$ cat config.mk
export PLATFORM = sky130hd
export DESIGN_NAME = sobel_window_scheduler
export DESIGN_NICKNAME = d
export VERILOG_FILES = /design/src/rtl/harris_pkg.sv /design/src/rtl/window_coord_gen.sv /design/src/rtl/sobel_window_scheduler.sv
export SDC_FILE = /design/constraint.sdc
export NUM_CORES = 1
export LEC_CHECK = 0
export CAP_MARGIN = 20
export CORE_MARGIN = 2
export CORE_UTILIZATION = 55
export DETAILED_ROUTE_END_ITERATION = 6
export PLACE_DENSITY = 0.91
export SLEW_MARGIN = 20
export SYNTH_ARGS = -nofsm -noshare
export SYNTH_HDL_FRONTEND = slang
export SYNTH_SLANG_ARGS = --single-unit
$ cat constraint.sdc
create_clock -name clk -period 3.65 [get_ports clk]
set_input_delay 0.5475 -clock clk [delete_from_list [all_inputs] [get_ports clk]]
set_output_delay 0.5475 -clock clk [all_outputs]
set_load 0.01 [all_outputs]
$ cat src/rtl/harris_pkg.sv
// Shared types and constants for the Harris corner front end.
// Holds the window-scheduler state encoding and its default geometry.
package harris_pkg;

   localparam int COORD_W = 16;
   localparam int WIN     = 5;

   localparam int DEF_IMG_W   = 64;
   localparam int DEF_IMG_H   = 64;
   localparam int DEF_STEP    = 3;
   localparam int DEF_TIMEOUT = 8;

   typedef enum logic [2:0] {
      IDLE,
      FETCH,
      ISSUE,
      PRESENT,
      DRAIN,
      ADVANCE,
      DONE
   } sched_state_t;

endpackage

$ cat src/rtl/window_coord_gen.sv
// Next-window coordinate generator: strides the 5x5 window across the image,
// clamping the final stride so the last window sits flush with the image edge.
module window_coord_gen
   import harris_pkg::*;
#(
   parameter int IMG_W = DEF_IMG_W,
   parameter int IMG_H = DEF_IMG_H,
   parameter int STEP  = DEF_STEP
) (
   input  logic [COORD_W-1:0] cur_x,
   input  logic [COORD_W-1:0] cur_y,
   output logic [COORD_W-1:0] step_x,
   output logic [COORD_W-1:0] step_y,
   output logic               wrap,
   output logic               last
);

   localparam logic [COORD_W:0] X_LIM    = (COORD_W+1)'(IMG_W - WIN);
   localparam logic [COORD_W:0] Y_LIM    = (COORD_W+1)'(IMG_H - WIN);
   localparam logic [COORD_W:0] STEP_EXT = (COORD_W+1)'(STEP);

   logic [COORD_W:0] x_sum;
   logic [COORD_W:0] y_sum;

   // One extra bit on the sums keeps a stride near the 16-bit ceiling from wrapping before the clamp.
   always_comb begin
      x_sum  = {1'b0, cur_x} + STEP_EXT;
      y_sum  = {1'b0, cur_y} + STEP_EXT;
      step_x = (x_sum > X_LIM) ? X_LIM[COORD_W-1:0] : x_sum[COORD_W-1:0];
      step_y = (y_sum > Y_LIM) ? Y_LIM[COORD_W-1:0] : y_sum[COORD_W-1:0];
      wrap   = ({1'b0, cur_x} >= X_LIM);
      last   = wrap && ({1'b0, cur_y} >= Y_LIM);
   end

endmodule

$ cat src/rtl/sobel_window_scheduler.sv
// Walks 5x5 windows over a frame: fetch pixels, run the gradient unit,
// hand the tagged result to the Harris response stage, then advance.
module sobel_window_scheduler
   import harris_pkg::*;
#(
   parameter int IMG_W   = DEF_IMG_W,
   parameter int IMG_H   = DEF_IMG_H,
   parameter int STEP    = DEF_STEP,
   parameter int TIMEOUT = DEF_TIMEOUT
) (
   input  logic               clk,
   input  logic               rst,
   input  logic               frame_start,
   output logic               frame_busy,
   output logic               frame_done,
   output logic [COORD_W-1:0] win_x,
   output logic [COORD_W-1:0] win_y,
   output logic               win_req,
   input  logic               win_ack,
   output logic               sobel_start,
   input  logic               sobel_q,
   output logic               res_valid,
   input  logic               res_ready,
   output logic [COORD_W-1:0] res_x,
   output logic [COORD_W-1:0] res_y,
   output logic               err_timeout
);

   localparam logic [15:0] TIMER_LAST = 16'(TIMEOUT - 1);

   sched_state_t       state;
   logic [15:0]        timer;
   logic [COORD_W-1:0] step_x;
   logic [COORD_W-1:0] step_y;
   logic               wrap;
   logic               last;

   window_coord_gen #(
      .IMG_W (IMG_W),
      .IMG_H (IMG_H),
      .STEP  (STEP)
   ) u_coord (
      .cur_x  (win_x),
      .cur_y  (win_y),
      .step_x (step_x),
      .step_y (step_y),
      .wrap   (wrap),
      .last   (last)
   );

   // Outputs are set on the transition into the state that owns them, so every output is a flop.
   always_ff @(posedge clk) begin
      if (rst) begin
         state       <= IDLE;
         timer       <= '0;
         win_x       <= '0;
         win_y       <= '0;
         res_x       <= '0;
         res_y       <= '0;
         frame_busy  <= 1'b0;
         frame_done  <= 1'b0;
         win_req     <= 1'b0;
         sobel_start <= 1'b0;
         res_valid   <= 1'b0;
         err_timeout <= 1'b0;
      end else begin
         frame_done <= 1'b0;
         case (state)
            IDLE: begin
               if (frame_start) begin
                  win_x       <= '0;
                  win_y       <= '0;
                  err_timeout <= 1'b0;
                  frame_busy  <= 1'b1;
                  win_req     <= 1'b1;
                  state       <= FETCH;
               end
            end
            FETCH: begin
               if (win_ack) begin
                  win_req     <= 1'b0;
                  sobel_start <= 1'b1;
                  timer       <= '0;
                  state       <= ISSUE;
               end
            end
            ISSUE: begin
               if (sobel_q) begin
                  sobel_start <= 1'b0;
                  res_valid   <= 1'b1;
                  res_x       <= win_x;
                  res_y       <= win_y;
                  state       <= PRESENT;
               end else if (timer == TIMER_LAST) begin
                  sobel_start <= 1'b0;
                  err_timeout <= 1'b1;
                  frame_done  <= 1'b1;
                  state       <= DONE;
               end else begin
                  timer <= timer + 16'd1;
               end
            end
            PRESENT: begin
               if (res_ready) begin
                  res_valid <= 1'b0;
                  state     <= DRAIN;
               end
            end
            // A done still high from the last window must fall before the next start.
            DRAIN: begin
               if (!sobel_q) begin
                  state <= ADVANCE;
               end
            end
            ADVANCE: begin
               if (last) begin
                  frame_done <= 1'b1;
                  state      <= DONE;
               end else begin
                  if (wrap) begin
                     win_x <= '0;
                     win_y <= step_y;
                  end else begin
                     win_x <= step_x;
                  end
                  win_req <= 1'b1;
                  state   <= FETCH;
               end
            end
            DONE: begin
               frame_busy <= 1'b0;
               state      <= IDLE;
            end
            default: begin
               state <= IDLE;
            end
         endcase
      end
   end

endmodule

== Word level (Yosys, flattened, before mapping) ==
Index checks and enable logic that the tools add are counted.

* Register bits after elaboration: 89
* Output and inout bits: 70
* Bits of input ports: 6
* Word-level logic and storage cells: 96

* Mux-type cells: 41
* Order comparisons: 4
* Add/sub/neg operators: 3
* Equal/unequal tests: 18
* Reduce and logical (&&, ||, !) cells: 18

{| class="wikitable"
|+ Operators with widths
! operator !! count
|-
| $mux 16 || 10
|-
| $pmux 16 s2 || 3
|-
| $add 16x2->17 const B || 2
|-
| $gt 17x6->1 const B || 2
|-
| $ge 16x6->1 const B || 2
|-
| $mux 3 || 7
|-
| $ne 2x2->1 const B || 9
|-
| $pmux 3 s6 || 1
|-
| $add 16x1->16 const B || 1
|-
| $eq 16x3->1 const B || 1
|-
| $reduce_and 4->1 || 4
|-
| $mux 1 || 14
|-
| $pmux 1 s2 || 5
|-
| $reduce_bool 2->1 || 5
|-
| $eq 3x3->1 const B || 3
|-
| $reduce_and 3->1 || 3
|-
| $eq 3x2->1 const B || 2
|-
| $reduce_and 5->1 || 1
|-
| $reduce_and 2->1 || 2
|-
| $eq 3x1->1 const B || 1
|-
| $logic_not 3->1 || 1
|-
| $ne 3x3->1 const B || 1
|-
| $pmux 1 s3 || 1
|-
| $reduce_bool 3->1 || 1
|-
| other kinds (2) || 2
|}

== Logic depth before layout (Yosys ltp) ==
Gate-level depths: netlist of the first run.

* Word-level depth: 6
* Gate-level depth with buffers: 9
* Gate-level depth less buffers: 8

== Modules after synthesis ==
Synthesis of the first run repeated with hierarchy kept, for this count alone.

* Cells, all modules: 633
* Area total of the unflattened synthesis: 4888.4 um^2

{| class="wikitable"
|+ Modules (own cells, without submodules)
! module !! cells an instance !! instances !! seq. area each (um^2) !! area an instance (um^2)
|-
| sobel_window_scheduler || 457 || 1 || 1781.7 || 3697.3
|-
| window_coord_gen || 176 || 1 || 0.0 || 1191.1
|}

== Worst setup path before layout of the first run ==
Ideal clock, no wire load.

* Kind: flip-flop to flip-flop
* From: register win_x[0]
* To: register win_x[1]
* Data arrival time: 2385 ps
* Period minus slack after synthesis: 2506 ps
* Cell stages (with the launch flop): 10
* Required time: 3528 ps
* Setup time: 122 ps
* Path buffers: 1
* Setup slack: 1144 ps
* Cells stage by stage: dfxtp_1 > buf_2 > inv_1 > ha_1 > nand3b_4 > nor4_4 > mux2i_1 > a211oi_2 > or4b_1 > a221o_1

* Cells in the longest elaborated chain, start to end: 6
* Elaborated cells between the ends (all ways): 10
* Classes of those cells: 1 x add/sub; 2 x order compare; 1 x eq/ne; 4 x mux; 2 x reduce/logical

{| class="wikitable"
|+ RTL lines
! what !! line !! RTL
|-
| from (decl) || sobel_window_scheduler.sv:16 || <nowiki>output logic [COORD_W-1:0] win_x,</nowiki>
|-
| from (signal assigned) || sobel_window_scheduler.sv:124 || <nowiki>win_x <= step_x;</nowiki>
|-
| $add 16x2->17 || window_coord_gen.sv:27 || <nowiki>x_sum = {1'b0, cur_x} + STEP_EXT;</nowiki>
|-
| $gt 17x6->1 || window_coord_gen.sv:29 || <nowiki>step_x = (x_sum > X_LIM) ? X_LIM[COORD_W-1:0] : x_sum[COORD_W-1:0];</nowiki>
|-
| $mux 16 || window_coord_gen.sv:29 ||
|-
| $mux 16 || sobel_window_scheduler.sv:120 || <nowiki>if (wrap) begin</nowiki>
|-
| $mux 16 || sobel_window_scheduler.sv:116 || <nowiki>if (last) begin</nowiki>
|-
| $pmux 16 s2 || sobel_window_scheduler.sv:68 || <nowiki>case (state)</nowiki>
|}

Parallel ways exist; a longest one is shown, timed or not. The select of a mux whose other input is x is not followed.
A chain may end at the register's enable or synchronous reset.

== Worst setup path after layout of the first run ==
Ends and elaborated chain as after synthesis.

==> results of run 1 <==
## through the flow
step	power (mW)	hold WS, ps	util, %	area [um2]	worst slack, ps
2_1_floorplan	1.31	481	-	4300	1140
3_3_place_gp	1.39	443	66.1	5050	1060
3_5_place_dp	1.41	446	66.1	5050	926
4_1_cts	2.10	458	68.8	5260	951
5_1_grt	2.18	480	68.8	5260	793
6_report	2.10	459	68.8	5260	914
## sequential cells by signal (all words and copies together), names as in the netlist
| signal | count |
|---|---|
| res_y | 16 |
| state | 3 |
| frame_busy | 1 |
| res_x | 16 |
| err_timeout | 1 |
| win_req | 1 |
| res_valid | 1 |
| sobel_start | 1 |
| frame_done | 1 |
| timer | 16 |
| win_y | 16 |
| win_x | 16 |
## power by group
group,switching [mW],internal [mW]
logic,0.217,0.125
clock network,0.353,0.354
registers,0.0547,0.999
total,0.625,1.48
## final cells by class
class / instances / share of cell area (%)
well taps: 102 / 2.43
clock buffers: 12 / 2.95
multi-input cells: 397 / 43.9
inverters: 16 / 1.14
repair buffers: 79 / 14.8
flip-flops and latches: 89 / 33.9
clock inverters: 4 / 0.975
## critical path, cell delays in order, from the launching register on
cell,delay [ps]
dfxtp_1,500
inv_1,120
ha_1,300
nand3b_4,220
nor4_4,300
mux2i_1,160
a211oi_2,200
or4b_1,500
a221o_1,330
## synthesized netlist by cell type (5+ instances only)
master and count:
buf_2 6, or3_1 5, inv_1 15, o21ai_0 15
and3_1 6, nand4_1 6, nor4_1 9, clkbuf_1 23
nand3_1 12, and2_1 22, nand2_1 91, nor2_1 46
o21ai_1 7, xnor2_1 17, ha_1 7, nor3_1 17
dfxtp_1 89, a21oi_1 51, nor2b_1 6, a31oi_1 9
## layer usage
layer | vias up | GRT usage (%) | share of wire [%] | wire length, um
met3 | 21 | 6.02 | 6.6 | 726
met2 | 163 | 42.5 | 48 | 5270
li1 | 1971 | - | - | -
met1 | 1882 | 33.1 | 43 | 4720
met4 | 0 | 9.33 | 2.0 | 215
met5 | - | 0 | 0 | 0
## layout by cell type, fill, tap and decap left out, types with 11 or more instances in the layout
cell | Yosys | final
nand2_1 | 91 | 91
nor2_1 | 46 | 46
dfxtp_1 | 89 | 89
clkdlybuf4s50_1 | 0 | 74
nor3_1 | 17 | 17
xnor2_1 | 17 | 17
and2_1 | 22 | 22
nand3_1 | 12 | 12
o21ai_0 | 15 | 15
clkbuf_8 | 1 | 11
a21oi_1 | 51 | 51
inv_1 | 15 | 15
## kinds of logic (layout without fill, tap and decap cells)
| logic type | after synthesis | after routing |
|---|---|---|
| AO/OA/AOI/OAI | 115 | 115 |
| flip-flops | 89 | 89 |
| buffers and inverters | 49 | 111 |
| XOR/XNOR | 19 | 19 |
| multiplexers | 4 | 4 |
| adder cells (fa/ha/maj) | 7 | 7 |
| AND/OR/NAND/NOR | 252 | 252 |
## worst min path at each step
stage	from	endpoint	slack, ps	cells past startpoint
2_1_floorplan	res_x[0]	res_x[0]	480	2
6_report	res_y[5]	res_y[5]	460	2
3_5_place_dp	res_y[5]	res_y[5]	450	2
5_1_grt	res_x[6]	res_x[6]	480	2
4_1_cts	res_y[5]	res_y[5]	460	2
3_3_place_gp	res_y[15]	res_y[15]	440	2
==> summary.txt, run 1 <==
Routing
  – Initial DRC Count: ~280
  – Antenna-violating nets left: 0
  – Drt total wl: around 11000 um
  – First-pass detailed-route iteration total: 5
  – Vias per Instance: approximately 5.8
  – DRC: 0
  – Via count: 4037
  – Post-DR wirelength/cell: roughly 16 um

STA
  – Actual transition at the worst max-transition pin: approximately 1000 ps
  – Final period util: about 75%
  – Final setup violating endpoints: 0
  – Fmax: about 370 MHz
  – Slew Viols, Final: 0
  – Final hold vios: 0
  – Setup_tns: 0 ps
  – Crit path time final: 2740 ps
  – RSZ-0062 raised after global routing: false
  – Clk_skew: 10.4 ps
  – Slew HR: 30.0%

Worst setup path
  – Arr. time, crit path: 3000 ps
  – Worst Reg-to-Reg Cells: 8
  – CP Launch Point: win_x[0]
  – CP Launch Type: register
  – R2R Path End: win_x[1]
  – Critical Path Fanout Max: 10
  – WP data required: around 3900 ps
  – Flop2flop setup slack: 910 ps
  – CP Capture Point: win_x[1]
  – Reg-to-Reg Start: win_x[0]
  – CP Class: register to register
  – CP Capture Type: register

Logic synthesis
  – Yosys reg bits: a little under 90
  – FFs w/ async S/R, synth: 0%
  – Yosys top cell area share: approximately two fifths
  – Post-synthesis xor/xnor area fraction: 3.87%
  – Cell Area, Synth: approximately 4300 um2
  – Post-Synth Adder-Cell Area: around 2%
  – Post-synthesis mux area share: 0.932%
  – Synth Area in Simple Gates: between 30% and 40%
  – Syn Inst Count: about 540
  – Largest family of logic cells by synthesized area: simple AND/OR/NAND/NOR gates
  – Ys flop type: dfxtp_1
  – Sequential area share after synthesis: between 40 and 50%
  – Post-Syn Nets: ~550
  – Synth Area in Compound Gates: ~17%
  – Synth Warn #: 0
  – Number of flops mapped to enable cells by yosys: 0
  – Largest area contributor in the netlist: dfxtp_1
  – Syn Area/Cell: about 8 um2
  – Synth unique cells: 69
  – Top cells by area, synth: dfxtp_1 (41%), nand2_1 (7.9%), a21oi_1 (5.9%)

Clock tree
  – Post-CTS sizing: 0
  – CTS tree: done
  – TritonCTS Sinks: just under 90
  – CTS Buf Count: 9
  – H-Tree Level Count: 3
  – # Post-CTS Setup Buffers: 0
  – Clock root cell: clkbuf_8
  – Clk pin slew, worst setup/hold paths: roughly 90 ps
  – Hold-fix buffers, CTS: 0
  – Clock Latency Late Sink: about 370 ps
  – Clock buffer depth: 2

Final layout
  – Final cell count without fillers: between 600 and 700
  – Net count reported at finish: a little over 600
  – Filler cell count: between 600 and 700
  – Layout cell share with drive strength beyond 1: between 6 and 7%
  – Diode count: 0
  – Layout area overhead: 22.4%
  – Area occupied by multi-input gates: roughly 2300 um2
  – Register area: roughly 1800 um2

GRT
  – Total grt overflow: 0
  – GRT Resource Usage Total: about a quarter
  – Initial antenna violation count: 0
  – Vias in the first global route: ~3800
  – First-pass GRT wire length: ~18000 um
  – Pin count of the biggest net entering global routing: 44

Floorplanning
  – Core area: 7650 um2
  – Die Wd: between 90 and 100 um
  – Starting density of the core: a little under three fifths
  – Ports: 76
  – DIE AREA: approximately 8500 um2
  – Chip Height: roughly 90 um
  – Site Rows: 32

Power and ir drop
  – VDD IR-drop max: ~0.00023 V
  – Pwr per Cell Area: 400 nW/um2
  – Leak pwr: roughly 1.8 nW

Place
  – Port Buffer Count: 75
  – Gpl congestion: roughly 0.95
  – Inst Count DP: a little under 700
  – HPWL after detailed placement: around 7400 um

Run status
  – Status: finished clean

Flow run
  – Max Cap Violations: 0

Min path
  – HP Class: register to register
Power figures use the tool's default switching activity.
==> run 2: changes to the inputs <==
--- a/config.mk
+++ b/config.mk
@@ -7,9 +7,9 @@
 export LEC_CHECK = 0
 export CAP_MARGIN = 20
 export CORE_MARGIN = 2
-export CORE_UTILIZATION = 55
+export CORE_UTILIZATION = 48
 export DETAILED_ROUTE_END_ITERATION = 6
-export PLACE_DENSITY = 0.91
+export PLACE_DENSITY = 0.85
 export SLEW_MARGIN = 20
 export SYNTH_ARGS = -nofsm -noshare
 export SYNTH_HDL_FRONTEND = slang
==> constraint.sdc (replaced) <==
create_clock -name clk -period 2.4 [get_ports clk]
set_input_delay 0.36 -clock clk [delete_from_list [all_inputs] [get_ports clk]]
set_output_delay 0.36 -clock clk [all_outputs]
set_load 0.01 [all_outputs]
==> run 2 against run 1 <==
Net effect: total power rose by 58%; first-iteration DRC count is 31% lower; sequential power increased by 49%; global-route usage is 2.4 points lower; clock skew grew 3.6 ps; combinational power up 81%; routed wire length grew 5.2%; worst setup slack worse by 840 ps; non-clock buffer count increased by 22; critical path type unchanged; highest routed layer unchanged.
==> summary.txt, run 2 (synthesis results as in run 1) <==
Clock tree
  – Clock root cell: clkbuf_8 (unchanged)
  – TritonCTS Sinks: 89 (unchanged)
  – Clock Latency Late Sink: 380 ps (was 370 ps)
  – Clock buffer depth: 2 (unchanged)
  – CTS tree: done (unchanged)
  – Clk pin slew, worst setup/hold paths: 90 ps (about the same)
  – CTS Buf Count: 9 (unchanged)
  – Hold-fix buffers, CTS: 0 (unchanged)
  – H-Tree Level Count: 3 (unchanged)

STA
  – Clk_skew: 13.9 ps (was 10.4 ps)
  – Actual transition at the worst max-transition pin: 604 ps (was 1050 ps)
  – Crit path time final: 2330 ps (was 2740 ps)
  – Final period util: 97.1% (was 75.0%)
  – Setup_tns: 0 ps (unchanged)
  – Slew Viols, Final: 0 (unchanged)
  – Slew HR: 59.7% (was 30.0%)
  – Final hold vios: 0 (unchanged)
  – Fmax: 429 MHz (was 365 MHz)
  – RSZ-0062 raised after global routing: false (unchanged)
  – Final setup violating endpoints: 0 (unchanged)

GRT
  – First-pass GRT wire length: 18600 um (was 18000 um)
  – Vias in the first global route: 3932 (was 3806)
  – Initial antenna violation count: 0 (unchanged)
  – Total grt overflow: 0 (unchanged)
  – GRT Resource Usage Total: 23.4% (was 25.8%)
  – Pin count of the biggest net entering global routing: 33 (was 44)

Routing
  – Vias per Instance: 5.72 (was 5.78)
  – DRC: 0 (unchanged)
  – Drt total wl: 11500 um (was 10900 um)
  – Post-DR wirelength/cell: 15.8 um (was 15.6 um)
  – Via count: 4158 (was 4037)
  – First-pass detailed-route iteration total: 5 (unchanged)
  – Initial DRC Count: 189 (was 275)
  – Antenna-violating nets left: 0 (unchanged)

Worst setup path
  – Max incr delay on CP: 520 ps (was 500 ps)
  – Flop2flop setup slack: 70 ps (was 910 ps)
  – Reg-to-Reg Start: win_x[11] (was win_x[0])
  – Crit-path slowest cell: dfxtp_1 (unchanged)
  – CP Class: register to register (unchanged)
  – CP Launch Type: register (unchanged)
  – CP Capture Point: win_x[1] (unchanged)
  – Arr. time, crit path: 2600 ps (was 3000 ps)
  – R2R Path End: win_x[1] (unchanged)
  – Worst Reg-to-Reg Cells: 6 (was 8)
  – WP data required: 2670 ps (was 3910 ps)
  – CP Cell Sequence: nand2_1, nor4_4, mux2i_2, a211oi_2, or4b_4, a221o_1 (was inv_1, ha_1, nand3b_4, nor4_4, mux2i_1, a211oi_2, or4b_1, a221o_1)
  – CP Capture Type: register (unchanged)
  – Critical Path Fanout Max: 9 (was 10)
  – CP Launch Point: win_x[11] (was win_x[0])

Final layout
  – Layout cell share with drive strength beyond 1: 12.1% (was 6.53%)
  – Commonest non-fill, non-tap cell in the layout: nand2_1 (unchanged)
  – Net count reported at finish: 627 (was 605)
  – Commonest cells after routing, fill and taps aside: nand2_1 (91), dfxtp_1 (81), clkdlybuf4s50_1 (74) (was nand2_1 (91), dfxtp_1 (89), clkdlybuf4s50_1 (74))
  – Register area: 1790 um2 (was 1780 um2)
  – Area occupied by multi-input gates: 2350 um2 (was 2310 um2)
  – Diode count: 0 (unchanged)
  – Filler cell count: 740 (was 606)
  – Layout area overhead: 28.2% (was 22.4%)

Run status
  – Status: finished clean (unchanged)

Min path
  – HP Class: primary input to register (was register to register)

Place
  – HPWL after detailed placement: 7940 um (was 7350 um)
  – Port Buffer Count: 75 (unchanged)
  – Gpl congestion: 0.902 (was 0.950)

Floorplanning
  – DIE AREA: 9730 um2 (was 8540 um2)
  – Starting density of the core: 49.3% (was 56.2%)
  – Site Rows: 34 (was 32)
  – Chip Height: 98.6 um (was 92.4 um)
  – Core area: 8720 um2 (was 7650 um2)
  – Ports: 76 (unchanged)
  – Die Wd: 98.6 um (was 92.4 um)

Power and ir drop
  – Leak pwr: 1.96 nW (was 1.82 nW)
  – Pwr per Cell Area: 602 nW/um2 (was 400 nW/um2)
  – Tot Pwr: 3.32 mW (was 2.10 mW)
  – VDD IR-drop max: 0.000387 V (was 0.000234 V)

Flow run
  – Max Cap Violations: 0 (unchanged)
-- run 2: how the worst min path moves through the flow --
stage	startpoint	end	slack (ps)	cells after the start
after floorplan	res_x[0]	res_x[0]	480	2
after global placement	res_y[7]	res_y[7]	440	2
after detailed placement	res_y[5]	res_y[5]	450	2
after CTS	rst	timer[1]	440	3
after global routing	rst	win_x[2]	400	3
final	rst	win_x[2]	420	3
-- run 2: critical path, delay by kind of cell (launching register included) --
family | cells | cell delay (ps)
and+or+nand+nor | 3 | 1000
DFF | 1 | 520
AOI/OAI and AO/OA | 2 | 570
muxes | 1 | 140
-- run 2: stage by stage --
step	cell area [um2]	setup slack, ps	hold WS (ps)	util (%)	std cells
after global placement	5240	111	444	60.0	710
after global routing	5510	7.11	400	63.2	727
after CTS	5450	16.3	439	62.5	726
after detailed placement	5240	28.5	449	60.0	710
after floorplan	4310	25.3	481	-	535
final	5510	70.6	423	63.2	727
-- run 2: what timing repair did --
item                       CTS  global route
setup endpoints to repair    0             6
gates resized for setup      0            13
setup buffers                0             1
-- run 2: layout make-up --
type / instances / area share, %
Timing Repair Buffer: 101 / 17.3
Multi-Input combinational cell: 397 / 42.7
Tap cell: 108 / 2.45
Inverter: 16 / 1.09
Clock inverter: 7 / 1.73
Clock buffer: 9 / 2.25
Sequential cell: 89 / 32.5
-- run 2: where the power goes --
| part | internal (mW) | leakage [nW] | total (mW) | switching, mW |
|---|---|---|---|---|
| Combinational | 0.240 | 1.13 | 0.619 | 0.379 |
| Clock | 0.514 | 0.111 | 1.14 | 0.624 |
| Sequential | 1.52 | 0.722 | 1.56 | 0.0439 |
-- run 2: layer usage --
metal / share of wire [%] / track usage (%) / wire [um] / up-vias
met5: 0 / 0 / 0 / -
met4: 3.1 / 12.2 / 351 / 0
met3: 5.8 / 5.46 / 666 / 34
met2: 49 / 38.0 / 5600 / 140
met1: 42 / 28.9 / 4890 / 1976
li1: - / - / - / 2008
==> run 3: changes to the inputs <==
--- a/config.mk
+++ b/config.mk
@@ -7,10 +7,11 @@
 export LEC_CHECK = 0
 export CAP_MARGIN = 20
 export CORE_MARGIN = 2
-export CORE_UTILIZATION = 48
+export CORE_UTILIZATION = 49
 export DETAILED_ROUTE_END_ITERATION = 6
 export PLACE_DENSITY = 0.85
 export SLEW_MARGIN = 20
 export SYNTH_ARGS = -nofsm -noshare
 export SYNTH_HDL_FRONTEND = slang
+export SYNTH_HIERARCHICAL = 1
 export SYNTH_SLANG_ARGS = --single-unit
==> run 3 against run 2 <==
Net effect: die area grew 11%; synthesized area rose by 14%; register-to-register slack better by 50 ps; sequential share of layout area shrank 3.2 points; non-clock buffer count grew 11; clock skew down 4.4 ps; critical path type unchanged; largest cell class unchanged.
==> summary.txt, run 3 <==
STA
  – Final period util: 95.1% (was 97.1%)
  – Setup_tns: 0 ps (unchanged)
  – Final setup violating endpoints: 0 (unchanged)
  – Fmax: 438 MHz (was 429 MHz)
  – Slew Viols, Final: 0 (unchanged)
  – Crit path time final: 2280 ps (was 2330 ps)
  – Clk_skew: 9.55 ps (was 13.9 ps)
  – Final hold vios: 0 (unchanged)
  – Slew HR: 51.6% (was 59.7%)
  – Actual transition at the worst max-transition pin: 726 ps (was 604 ps)

Power and ir drop
  – Pwr per Cell Area: 661 nW/um2 (was 602 nW/um2)
  – Tot Pwr: 4.04 mW (was 3.32 mW)
  – VDD IR-drop max: 0.000463 V (was 0.000387 V)
  – Leak pwr: 2.07 nW (was 1.96 nW)

Logic synthesis
  – Post-synthesis xor/xnor area fraction: 1.61% (was 3.87%)
  – Synth Area in Compound Gates: 19.6% (was 16.7%)
  – Most frequent cell after synthesis: nand2_1 (unchanged)
  – Synth Area in Simple Gates: 30.1% (was 30.2%)
  – Top cells by area, synth: dfxtp_1 (36%), a21oi_1 (8.8%), nand2_1 (8.4%) (was dfxtp_1 (41%), nand2_1 (7.9%), a21oi_1 (5.9%))
  – Largest area contributor in the netlist: dfxtp_1 (unchanged)
  – Post-Synth Adder-Cell Area: 1.79% (was 2.04%)
  – Ys flop type: dfxtp_1 (unchanged)
  – Sequential area share after synthesis: 36.4% (was 41.5%)
  – FFs w/ async S/R, synth: 0% (unchanged)
  – Syn Area/Cell: 7.72 um2 (was 8.03 um2)
  – Yosys top cell area share: 36.4% (was 41.5%)
  – Syn Inst Count: 633 (was 535)
  – Yosys reg bits: 89 (unchanged)
  – Number of flops mapped to enable cells by yosys: 0 (unchanged)
  – Cell Area, Synth: 4890 um2 (was 4300 um2)
  – Largest family of logic cells by synthesized area: simple AND/OR/NAND/NOR gates (unchanged)
  – Most common library cells after synthesis: nand2_1 (109), dfxtp_1 (89), a21oi_1 (86) (was nand2_1 (91), dfxtp_1 (89), a21oi_1 (51))
  – Synth unique cells: 66 (was 69)
  – Post-synthesis mux area share: 1.84% (was 0.932%)
  – Synth Warn #: 6 (was 0)

Routing
  – Drt total wl: 12700 um (was 11500 um)
  – First-pass detailed-route iteration total: 5 (unchanged)
  – Post-DR wirelength/cell: 15.0 um (was 15.8 um)
  – DRC: 0 (unchanged)
  – Vias per Instance: 5.77 (was 5.72)
  – Initial DRC Count: 257 (was 189)
  – Via count: 4902 (was 4158)
  – Antenna-violating nets left: 0 (unchanged)

GRT
  – First-pass GRT wire length: 20800 um (was 18600 um)
  – GRT busiest layer: met2 (unchanged)
  – Pin count of the biggest net entering global routing: 42 (was 33)
  – Vias in the first global route: 4394 (was 3932)
  – Met2 Usage GRT: 37.2% (was 38.0%)
  – GRT Resource Usage Total: 22.9% (was 23.4%)
  – Initial antenna violation count: 0 (unchanged)
  – Total grt overflow: 0 (unchanged)
  – M3 GR Usage: 3.38% (was 5.46%)
  – Met1 Use GR: 29.8% (was 28.9%)

Clock tree
  – # Post-CTS Setup Buffers: 0 (unchanged)
  – Clock root cell: clkbuf_8 (unchanged)
  – Clock Latency Late Sink: 370 ps (was 380 ps)
  – Clock buffer depth: 2 (unchanged)
  – Hold-fix buffers, CTS: 0 (unchanged)
  – H-Tree Level Count: 3 (unchanged)
  – CTS tree: done (unchanged)
  – Clk pin slew, worst setup/hold paths: 90 ps (about the same)
  – CTS Buf Count: 9 (unchanged)
  – TritonCTS Sinks: 89 (unchanged)

Final layout
  – Net count reported at finish: 724 (was 627)
  – Layout area overhead: 25.0% (was 28.2%)
  – Diode count: 0 (unchanged)
  – Commonest cells after routing, fill and taps aside: nand2_1 (109), a21oi_1 (86), dfxtp_1 (83) (was nand2_1 (91), dfxtp_1 (81), clkdlybuf4s50_1 (74))
  – Commonest non-fill, non-tap cell in the layout: nand2_1 (unchanged)
  – Layout cell share with drive strength beyond 1: 11.7% (was 12.1%)
  – Filler cell count: 861 (was 740)

Floorplanning
  – Core area: 9730 um2 (was 8720 um2)
  – Die Wd: 104 um (was 98.6 um)
  – Site Rows: 36 (was 34)
  – Starting density of the core: 50.2% (was 49.3%)
  – DIE AREA: 10800 um2 (was 9730 um2)
  – Chip Height: 104 um (was 98.6 um)
  – Ports: 76 (unchanged)

Worst setup path
  – Critical Path Fanout Max: 7 (was 9)
  – Arr. time, crit path: 2580 ps (was 2600 ps)
  – CP Capture Type: register (unchanged)
  – Worst Reg-to-Reg Cells: 8 (was 6)
  – CP Launch Type: register (unchanged)
  – CP Class: register to register (unchanged)
  – WP data required: 2700 ps (was 2670 ps)

Min path
  – HP Class: register to register (was primary input to register)
  – Cell count of the worst hold path: 2 (was 3)

Place
  – Gpl congestion: 0.920 (was 0.902)
  – Port Buffer Count: 75 (unchanged)
  – HPWL after detailed placement: 8680 um (was 7940 um)

Run status
  – Status: finished clean (unchanged)

Flow run
  – Max Cap Violations: 0 (unchanged)
run 3: changes by cell type after synthesis, moves of 6 or more:
cell,previous run,this run
nand3_1,12,50
nand2_1,91,109
o21ai_1,7,1
buf_4,1,23
xnor2_1,17,5
and2_1,22,1
nor2_1,46,24
nor3_1,17,10
a21oi_1,51,86
nand2b_1,1,19
buf_2,6,16
run 3: kinds of logic after synthesis:
logic type      after synthesis
compound gates              154
other cells                   1
mux                           9
buf+inv                      79
xor+xnor                      9
flops                        89
simple gates                285
fa+ha+maj                     7
run 3: report_power, final:
part	switching, mW	total, mW	internal, mW	leakage (nW)
sequential	0.108	1.65	1.54	0.721
combinational	0.650	1.11	0.461	1.23
clock	0.556	1.28	0.723	0.123
total	1.31	4.04	2.73	2.07
run 3: per-layer routing:
layer	vias up	share of wire, %
met5	-	0
li1	2380	-
met4	0	3.1
met3	33	6.7
met1	2281	43
met2	208	48
run 3: area by class of cell:
class / instances / area, um2 / share of cell area, %
sequential: 89 / 1790 / 29.3
clock buffer: 10 / 138 / 2.25
inverter: 15 / 58.8 / 0.962
tap: 133 / 166 / 2.72
timing repair buffer: 112 / 1040 / 16.9
multi-input combinational: 484 / 2810 / 46.0
clock inverter: 6 / 115 / 1.88
run 3: timing repair:
item                       CTS  global route
setup endpoints to repair    2            14
pin swaps                    4             7
cloned                       0             0
resized for setup            3            14
run 3: path summary, 6_finish.rpt:
kind,from,endpoint,slack (ps)
setup / recovery,win_y[3],win_y[2],120
hold / removal,res_y[13],res_y[13],460
setup reg to reg,win_y[3],win_y[2],120
hold reg to reg,res_y[13],res_y[13],460
run 3: critical path, cell delays in order (launching register included):
cell and delay [ps]:
dfxtp_1 510, o2111ai_4 260, nor4_2 340, xor2_1 130
a211o_1 330, nor3_2 280, and3_1 190, nand3_1 60
a21oi_1 120
run 3: metrics by stage:
step	instances	utilization, %	cell area (um2)	hold WS, ps	setup slack, ps
floorplan	652	-	4960	447	0.869
global placement	833	59.6	5800	442	180
detailed placement	833	59.6	5800	449	75.8
CTS	849	62.4	6070	461	15.5
global route	849	62.8	6110	480	-32.7
finish	849	62.8	6110	458	117
